--- config.mk ---
export PLATFORM = sky130hd
export DESIGN_NAME = sync_fifo_param_flat
export DESIGN_NICKNAME = d
export VERILOG_FILES = /design/src/rtl/sync_fifo_param_pkg.sv /design/src/rtl/sync_fifo_param_if.sv /design/src/rtl/sync_fifo_param_mem.sv /design/src/rtl/sync_fifo_param.sv /design/src/flat_wrapper.sv
export SDC_FILE = /design/constraint.sdc
export NUM_CORES = 1
export LEC_CHECK = 0
export BUFFER_PORTS_ARGS = -buffer_cell sky130_fd_sc_hd__buf_2
export CAP_MARGIN = 5
export CORE_UTILIZATION = 60
export DETAILED_ROUTE_END_ITERATION = 7
export PLACE_DENSITY = 0.81
export RECOVER_POWER = 50
export SYNTH_ARGS = -nofsm -noshare
export SYNTH_HDL_FRONTEND = slang
export SYNTH_SLANG_ARGS = --single-unit
--- constraint.sdc ---
create_clock -name clk -period 4.1 [get_ports clk]
set_input_delay 1.025 -clock clk [delete_from_list [all_inputs] [get_ports clk]]
set_output_delay 1.025 -clock clk [all_outputs]
set_load 0.02 [all_outputs]
--- src/rtl/sync_fifo_param_pkg.sv ---
// Shared defaults and sizing helpers for the parametrised synchronous FIFO.
package fifo_pkg;

  localparam int FIFO_DATA_W = 8;
  localparam int FIFO_DEPTH  = 16;

  // Never returns less than 1 so a pointer always has at least one bit.
  function automatic int clog2_safe(input int n);
    int r;
    r = 0;
    for (int i = 0; i < 31; i++) begin
      if ((1 << i) < n) r = i + 1;
    end
    return (r < 1) ? 1 : r;
  endfunction

endpackage

--- src/rtl/sync_fifo_param_if.sv ---
// Handshake and status bundle between a FIFO and its producer/consumer.
interface sync_fifo_param_if #(
  parameter int DATA_W = 8,
  parameter int DEPTH  = 16
);
  import fifo_pkg::*;

  localparam int CNT_W = clog2_safe(DEPTH) + 1;

  logic              flush;
  logic              wr;
  logic [DATA_W-1:0] din;
  logic              rd;
  logic [DATA_W-1:0] dout;
  logic              dout_valid;
  logic              full;
  logic              almost_full;
  logic              empty;
  logic              almost_empty;
  logic [CNT_W-1:0]  count;
  logic              overflow;
  logic              underflow;

  modport master (
    output flush, wr, din, rd,
    input  dout, dout_valid, full, almost_full, empty, almost_empty,
           count, overflow, underflow
  );

  modport slave (
    input  flush, wr, din, rd,
    output dout, dout_valid, full, almost_full, empty, almost_empty,
           count, overflow, underflow
  );

endinterface

--- src/rtl/sync_fifo_param_mem.sv ---
// Simple dual-port register array with a synchronous write port and a
// registered read port; a same-address write/read returns the old word.
module fifo_mem
  import fifo_pkg::*;
#(
  parameter int DATA_W = FIFO_DATA_W,
  parameter int DEPTH  = FIFO_DEPTH
) (
  input  logic                         clk,
  input  logic                         rst,
  input  logic                         we,
  input  logic [clog2_safe(DEPTH)-1:0] waddr,
  input  logic [DATA_W-1:0]            wdata,
  input  logic                         re,
  input  logic [clog2_safe(DEPTH)-1:0] raddr,
  output logic [DATA_W-1:0]            rdata
);

  logic [DATA_W-1:0] mem [DEPTH];

  always_ff @(posedge clk) begin
    if (we) mem[waddr] <= wdata;
  end

  // Only the output register is cleared; array contents are left as-is.
  always_ff @(posedge clk) begin
    if (rst)     rdata <= '0;
    else if (re) rdata <= mem[raddr];
  end

endmodule

--- src/rtl/sync_fifo_param.sv ---
// Parametrised single-clock FIFO: pointers, occupancy count, threshold flags
// and sticky error flags around a dual-port register array.
module sync_fifo_param
  import fifo_pkg::*;
#(
  parameter int DATA_W = FIFO_DATA_W,
  parameter int DEPTH  = FIFO_DEPTH,
  parameter int AF_LVL = DEPTH - 2,
  parameter int AE_LVL = 2
) (
  input  logic             clk,
  input  logic             rst,
  sync_fifo_param_if.slave bus
);

  localparam int PTR_W = clog2_safe(DEPTH);
  localparam int CNT_W = PTR_W + 1;

  localparam logic [CNT_W-1:0] CNT_FULL = CNT_W'(DEPTH);
  localparam logic [CNT_W-1:0] CNT_AF   = CNT_W'(AF_LVL);
  localparam logic [CNT_W-1:0] CNT_AE   = CNT_W'(AE_LVL);

  logic [PTR_W-1:0] wptr;
  logic [PTR_W-1:0] rptr;
  logic [CNT_W-1:0] count;
  logic             vld_p1;
  logic             overflow;
  logic             underflow;
  logic             full;
  logic             empty;
  logic             rd_acc;
  logic             wr_acc;
  logic             mem_we;
  logic             mem_re;

  assign full   = (count == CNT_FULL);
  assign empty  = (count == '0);
  assign rd_acc = bus.rd & ~empty;
  assign wr_acc = bus.wr & (~full | rd_acc);

  // Flush (and reset) suppress any array access in that cycle.
  assign mem_we = wr_acc & ~bus.flush & ~rst;
  assign mem_re = rd_acc & ~bus.flush;

  fifo_mem #(
    .DATA_W (DATA_W),
    .DEPTH  (DEPTH)
  ) u_mem (
    .clk   (clk),
    .rst   (rst),
    .we    (mem_we),
    .waddr (wptr),
    .wdata (bus.din),
    .re    (mem_re),
    .raddr (rptr),
    .rdata (bus.dout)
  );

  // Stage p0 -> p1: pointer, count and read-valid update on the clock edge.
  always_ff @(posedge clk) begin
    if (rst || bus.flush) begin
      wptr   <= '0;
      rptr   <= '0;
      count  <= '0;
      vld_p1 <= 1'b0;
    end else begin
      vld_p1 <= rd_acc;
      if (wr_acc) wptr <= wptr + PTR_W'(1);
      if (rd_acc) rptr <= rptr + PTR_W'(1);
      case ({wr_acc, rd_acc})
        2'b10:   count <= count + CNT_W'(1);
        2'b01:   count <= count - CNT_W'(1);
        default: count <= count;
      endcase
    end
  end

  // Error flags are sticky across flush and clear only on reset.
  always_ff @(posedge clk) begin
    if (rst) begin
      overflow  <= 1'b0;
      underflow <= 1'b0;
    end else if (!bus.flush) begin
      if (bus.wr && full && !rd_acc) overflow  <= 1'b1;
      if (bus.rd && empty)           underflow <= 1'b1;
    end
  end

  assign bus.dout_valid   = vld_p1;
  assign bus.full         = full;
  assign bus.empty        = empty;
  assign bus.almost_full  = (count >= CNT_AF);
  assign bus.almost_empty = (count <= CNT_AE);
  assign bus.count        = count;
  assign bus.overflow     = overflow;
  assign bus.underflow    = underflow;

endmodule

--- src/flat_wrapper.sv ---
// flat-port wrapper written by rule: the top's interface ports become plain ports
module sync_fifo_param_flat import fifo_pkg::*;
#(
  parameter int DATA_W = FIFO_DATA_W,
  parameter int DEPTH  = FIFO_DEPTH,
  parameter int AF_LVL = DEPTH - 2,
  parameter int AE_LVL = 2
)
  (clk, rst, bus_flush, bus_wr, bus_din, bus_rd, bus_dout, bus_dout_valid, bus_full, bus_almost_full, bus_empty, bus_almost_empty, bus_count, bus_overflow, bus_underflow);
  sync_fifo_param_if #(.DATA_W(DATA_W), .DEPTH(DEPTH)) bus_i ();
  input  logic clk;
  input  logic rst;
  input wire logic [$bits(bus_i.flush)-1:0] bus_flush;
  input wire logic [$bits(bus_i.wr)-1:0] bus_wr;
  input wire logic [$bits(bus_i.din)-1:0] bus_din;
  input wire logic [$bits(bus_i.rd)-1:0] bus_rd;
  output wire logic [$bits(bus_i.dout)-1:0] bus_dout;
  output wire logic [$bits(bus_i.dout_valid)-1:0] bus_dout_valid;
  output wire logic [$bits(bus_i.full)-1:0] bus_full;
  output wire logic [$bits(bus_i.almost_full)-1:0] bus_almost_full;
  output wire logic [$bits(bus_i.empty)-1:0] bus_empty;
  output wire logic [$bits(bus_i.almost_empty)-1:0] bus_almost_empty;
  output wire logic [$bits(bus_i.count)-1:0] bus_count;
  output wire logic [$bits(bus_i.overflow)-1:0] bus_overflow;
  output wire logic [$bits(bus_i.underflow)-1:0] bus_underflow;
  assign bus_i.flush = bus_flush;
  assign bus_i.wr = bus_wr;
  assign bus_i.din = bus_din;
  assign bus_i.rd = bus_rd;
  assign bus_dout = bus_i.dout;
  assign bus_dout_valid = bus_i.dout_valid;
  assign bus_full = bus_i.full;
  assign bus_almost_full = bus_i.almost_full;
  assign bus_empty = bus_i.empty;
  assign bus_almost_empty = bus_i.almost_empty;
  assign bus_count = bus_i.count;
  assign bus_overflow = bus_i.overflow;
  assign bus_underflow = bus_i.underflow;
  sync_fifo_param #(.DATA_W(DATA_W), .DEPTH(DEPTH), .AF_LVL(AF_LVL), .AE_LVL(AE_LVL)) u_core (.clk(clk), .rst(rst), .bus(bus_i));
endmodule
==> report_table.html <==
<table>
<tr><th>Metric</th><th>Value</th></tr>
<tr><th colspan="2">STA</th></tr>
<tr><td>Final setup skew</td><td>0.01422 ns</td></tr>
<tr><td>Final min period</td><td>3.321 ns</td></tr>
<tr><td>Endpoints failing setup</td><td>0</td></tr>
<tr><td>Setup Total Neg Slack</td><td>0 ns</td></tr>
<tr><td>Final worst hold slack</td><td>0.4798 ns</td></tr>
<tr><td>Post-route setup slack</td><td>0.7794 ns</td></tr>
<tr><td>Final Max Slew Viols</td><td>0</td></tr>
<tr><td>Fmax</td><td>0.3011 GHz</td></tr>
<tr><td>Total count of hold-check failures in the final report</td><td>0</td></tr>
<tr><td>Unrepaired setup endpoints after global routing</td><td>false</td></tr>
<tr><td>Ratio of final minimum period to clock period</td><td>80.99%</td></tr>
<tr><td>Slew at the pin closest to its max-slew limit</td><td>0.9480 ns</td></tr>
<tr><td>Max_slew headroom</td><td>36.80%</td></tr>
<tr><th colspan="2">Cells and area</th></tr>
<tr><td>Layout area overhead</td><td>14.08%</td></tr>
<tr><td>Final core area utilization</td><td>70.75%</td></tr>
<tr><td>Nets@finish</td><td>405</td></tr>
<tr><td>Cell Count, Final, Fillers Out</td><td>528</td></tr>
<tr><td>Post-route standard cell area excluding fillers</td><td>0.006915 mm^2</td></tr>
<tr><td>Ant diodes</td><td>0</td></tr>
<tr><td>Number of fillers in the final layout</td><td>616</td></tr>
<tr><td>Share of layout cells above drive strength 1</td><td>25.06%</td></tr>
<tr><th colspan="2">Synth</th></tr>
<tr><td>Post-synth EDFFs</td><td>128</td></tr>
<tr><td>Number of nets in the synthesized netlist</td><td>364</td></tr>
<tr><td>Netlist cell types</td><td>42</td></tr>
<tr><td>Asr flop ratio synth</td><td>0%</td></tr>
<tr><td>Ys Warns</td><td>0</td></tr>
<tr><td>Cell area after synthesis</td><td>0.006062 mm^2</td></tr>
<tr><td>Post-Syn Instances</td><td>341</td></tr>
<tr><td>Flops &amp; latches, synth</td><td>152</td></tr>
<tr><td>Most frequent cell after synthesis</td><td>sky130_fd_sc_hd__edfxtp_1</td></tr>
<tr><td>Most common library cells after synthesis</td><td>sky130_fd_sc_hd__edfxtp_1 (128), sky130_fd_sc_hd__nor2_1 (39), sky130_fd_sc_hd__mux4_2 (32), sky130_fd_sc_hd__dfxtp_1 (24), sky130_fd_sc_hd__inv_1 (12)</td></tr>
<tr><td>Cell types occupying the most area after synthesis</td><td>sky130_fd_sc_hd__edfxtp_1 (63%), sky130_fd_sc_hd__mux4_2 (12%), sky130_fd_sc_hd__dfxtp_1 (7.9%), sky130_fd_sc_hd__nor2_1 (2.4%), sky130_fd_sc_hd__ha_1 (1.9%)</td></tr>
<tr><td>Library cell occupying the most area in the post-synthesis netlist</td><td>sky130_fd_sc_hd__edfxtp_1</td></tr>
<tr><td>Yosys top cell area share</td><td>63.41%</td></tr>
<tr><td>Predominant post-synthesis flop cell</td><td>sky130_fd_sc_hd__edfxtp_1</td></tr>
<tr><td>Portion of the post-synthesis area used by sequential elements</td><td>71.33%</td></tr>
<tr><td>Average cell area after synthesis</td><td>17.78 um^2</td></tr>
<tr><th colspan="2">Floorplan</th></tr>
<tr><td>Die Y</td><td>102.5 um</td></tr>
<tr><td>Area of the core</td><td>0.009774 mm^2</td></tr>
<tr><td>Std cell rows</td><td>36</td></tr>
<tr><td>Starting utilization of the core area</td><td>62.02%</td></tr>
<tr><td>Chip Width</td><td>102.5 um</td></tr>
<tr><td>Die area</td><td>0.01051 mm^2</td></tr>
<tr><td>Boundary pin count</td><td>33</td></tr>
<tr><th colspan="2">Clock network</th></tr>
<tr><td>Number of buffers on the longest clock path</td><td>2</td></tr>
<tr><td>CTS tree</td><td>yes</td></tr>
<tr><td># resized after CTS</td><td>0</td></tr>
<tr><td>Clock buffers created by TritonCTS</td><td>17</td></tr>
<tr><td>Library cell used as clock root buffer</td><td>sky130_fd_sc_hd__clkbuf_8</td></tr>
<tr><td>Setup repair bufs after CTS</td><td>0</td></tr>
<tr><td>Latest clock arrival within the worst-skew pair</td><td>0.52 ns</td></tr>
<tr><td>Register clock-pin slew on the reported worst setup and hold paths</td><td>0.06 ns</td></tr>
<tr><td>CTS hold repair buffers</td><td>0</td></tr>
<tr><td>CTS sink cnt</td><td>152</td></tr>
<tr><td>CTS H-Tree Depth</td><td>4</td></tr>
<tr><th colspan="2">Detailed routing</th></tr>
<tr><td>Met2 wirelength from detailed routing</td><td>6.019 mm</td></tr>
<tr><td>Vias per cell</td><td>5.979</td></tr>
<tr><td>DRT met1 WL</td><td>4.697 mm</td></tr>
<tr><td>Total iterations of the first detailed-routing run</td><td>4</td></tr>
<tr><td>Average detailed-routed wire length per instance</td><td>21.96 um</td></tr>
<tr><td>Violation count after the first detailed-routing iteration</td><td>204</td></tr>
<tr><td>Post-route DRC violation count</td><td>0</td></tr>
<tr><td>ANT nets after route</td><td>0</td></tr>
<tr><td>Highest routing layer actually used</td><td>met4</td></tr>
<tr><td>Total Wirelength</td><td>11.60 mm</td></tr>
<tr><td>Sum of met3 wire segment lengths after detailed routing</td><td>695 um</td></tr>
<tr><td>Detailed-route via count</td><td>3157</td></tr>
<tr><th colspan="2">Global routing</th></tr>
<tr><td>Overall fraction of global-route tracks in use</td><td>24.81%</td></tr>
<tr><td>Largest net degree at the start of global routing</td><td>35</td></tr>
<tr><td>Congestion Overflow GR</td><td>0</td></tr>
<tr><td>Vias in the first global route</td><td>3252</td></tr>
<tr><td>Initial antenna violation count</td><td>0</td></tr>
<tr><td>Wire length of the first global-routing pass</td><td>17.88 mm</td></tr>
<tr><th colspan="2">Worst setup path</th></tr>
<tr><td>Arrival time worst endpoint</td><td>3.69 ns</td></tr>
<tr><td>CP startpoint kind</td><td>flop</td></tr>
<tr><td>Critical path origin</td><td>u_core.bus.count[0]</td></tr>
<tr><td>Critical Path Fanout Max</td><td>7</td></tr>
<tr><td>Critical R2R Launch</td><td>u_core.bus.count[0]</td></tr>
<tr><td>Kind of end point of the critical path</td><td>flop</td></tr>
<tr><td>Data required time at the worst endpoint</td><td>4.46 ns</td></tr>
<tr><td>Category of the most critical setup path</td><td>reg2reg</td></tr>
<tr><th colspan="2">Status</th></tr>
<tr><td>Result of the run</td><td>complete, no violations</td></tr>
<tr><th colspan="2">Job</th></tr>
<tr><td>Max Cap Viol</td><td>0</td></tr>
<tr><th colspan="2">Placed design</th></tr>
<tr><td>Place WS</td><td>0.7297 ns</td></tr>
<tr><td>Number of port buffers</td><td>32</td></tr>
<tr><td>Number of instances in the placed design</td><td>496</td></tr>
<tr><td>DP Wirelength</td><td>7.298 mm</td></tr>
<tr><td>Routability congestion estimate</td><td>0.7890</td></tr>
<tr><td>Placed cell area</td><td>0.006352 mm^2</td></tr>
<tr><th colspan="2">Power</th></tr>
<tr><td>Sum of internal, switching and leakage power</td><td>3.350 mW</td></tr>
<tr><td>Leakage power</td><td>2.255 nW</td></tr>
<tr><td>Power density relative to cell area</td><td>484.4 mW/mm^2</td></tr>
<tr><td>Worst vdd rail ir drop</td><td>0.2686 mV</td></tr>
<tr><th colspan="2">Min path</th></tr>
<tr><td>Hold path start</td><td>u_core.bus.underflow</td></tr>
<tr><td>Classification of the worst-slack hold path</td><td>reg2reg</td></tr>
</table>
-- sequential cells by signal, summed over array words and instances, names as in the netlist --
register,flops
u_core.bus.count,5
u_core.bus.overflow,1
u_core.bus.dout_valid,1
u_core.bus.underflow,1
u_core.u_mem.rdata,8
u_core.u_mem.mem,128
u_core.wptr,4
u_core.rptr,4
-- power by group --
| part | internal, mW | leakage (nW) | total, mW | switching, mW |
|---|---|---|---|---|
| registers | 1.68 | 1.35 | 1.69 | 0.0115 |
| logic | 0.0345 | 0.623 | 0.100 | 0.0658 |
| clock network | 0.950 | 0.285 | 1.56 | 0.605 |
-- cell type report --
cell class	instances	area (um^2)	share of cell area, %
Sequential cell	152	4327	62.57
Multi-Input combinational cell	160	1588	22.96
Clock buffer	19	431.7	6.242
Timing Repair Buffer	38	181.4	2.623
Clock inverter	13	170.2	2.461
Tap cell	133	166.4	2.406
Inverter	13	51.30	0.7418
-- final timing paths --
check | endpoint | slack (ns) | cells past startpoint
max | u_core.bus.count[4] | 0.78 | 10
min | u_core.bus.underflow | 0.48 | 2
max reg2reg | u_core.bus.count[4] | 0.78 | 10
min reg2reg | u_core.bus.underflow | 0.48 | 2
-- per-layer routing --
layer / up-vias / track usage (%)
li1: 1418 / -
met1: 1616 / 31.67
met2: 108 / 41.23
met3: 15 / 5.288
met4: 0 / 11.32
met5: - / 0
-- layout by cell type, fill, tap and decap left out, drive strengths merged, types with 2 or more instances in the layout --
master    Yosys  layout
clkinv        0       4
o21ai         5       5
nand3         3       3
a22oi         2       2
mux4         32      32
bufinv        0       3
nand4         2       2
xor2          6       6
nor2         39      39
xnor2         2       2
a21oi         6       6
ha            9       9
nor2b         2       2
or3           3       3
clkbuf        7      36
mux2          8       8
buf           9      21
clkinvlp      0       3
edfxtp      128     128
dfxtp        24      24
nand2        11      11
a221o         6       6
mux2i         8       8
a31oi         2       2
inv          13      16
-- critical path: stages (launching register included) --
cell and delay (ns):
sky130_fd_sc_hd__dfxtp_1 0.38, sky130_fd_sc_hd__or4_1 0.57, sky130_fd_sc_hd__o21ai_0 0.57, sky130_fd_sc_hd__inv_4 0.11
sky130_fd_sc_hd__ha_1 0.29, sky130_fd_sc_hd__ha_1 0.33, sky130_fd_sc_hd__nor2b_1 0.15, sky130_fd_sc_hd__o21ai_0 0.20
sky130_fd_sc_hd__nor4b_1 0.34, sky130_fd_sc_hd__or3_1 0.17, sky130_fd_sc_hd__a21oi_1 0.06
-- cells by family after synthesis --
family,Yosys count,synth area share (%)
flip-flops,152,71.33
multiplexers,48,14.70
adder cells (fa/ha/maj),10,2.188
XOR/XNOR,8,1.156
AO/OA/AOI/OAI,27,3.385
buffers and inverters,29,2.229
AND/OR/NAND/NOR,67,5.015
(Power assumes the default switching activity.)
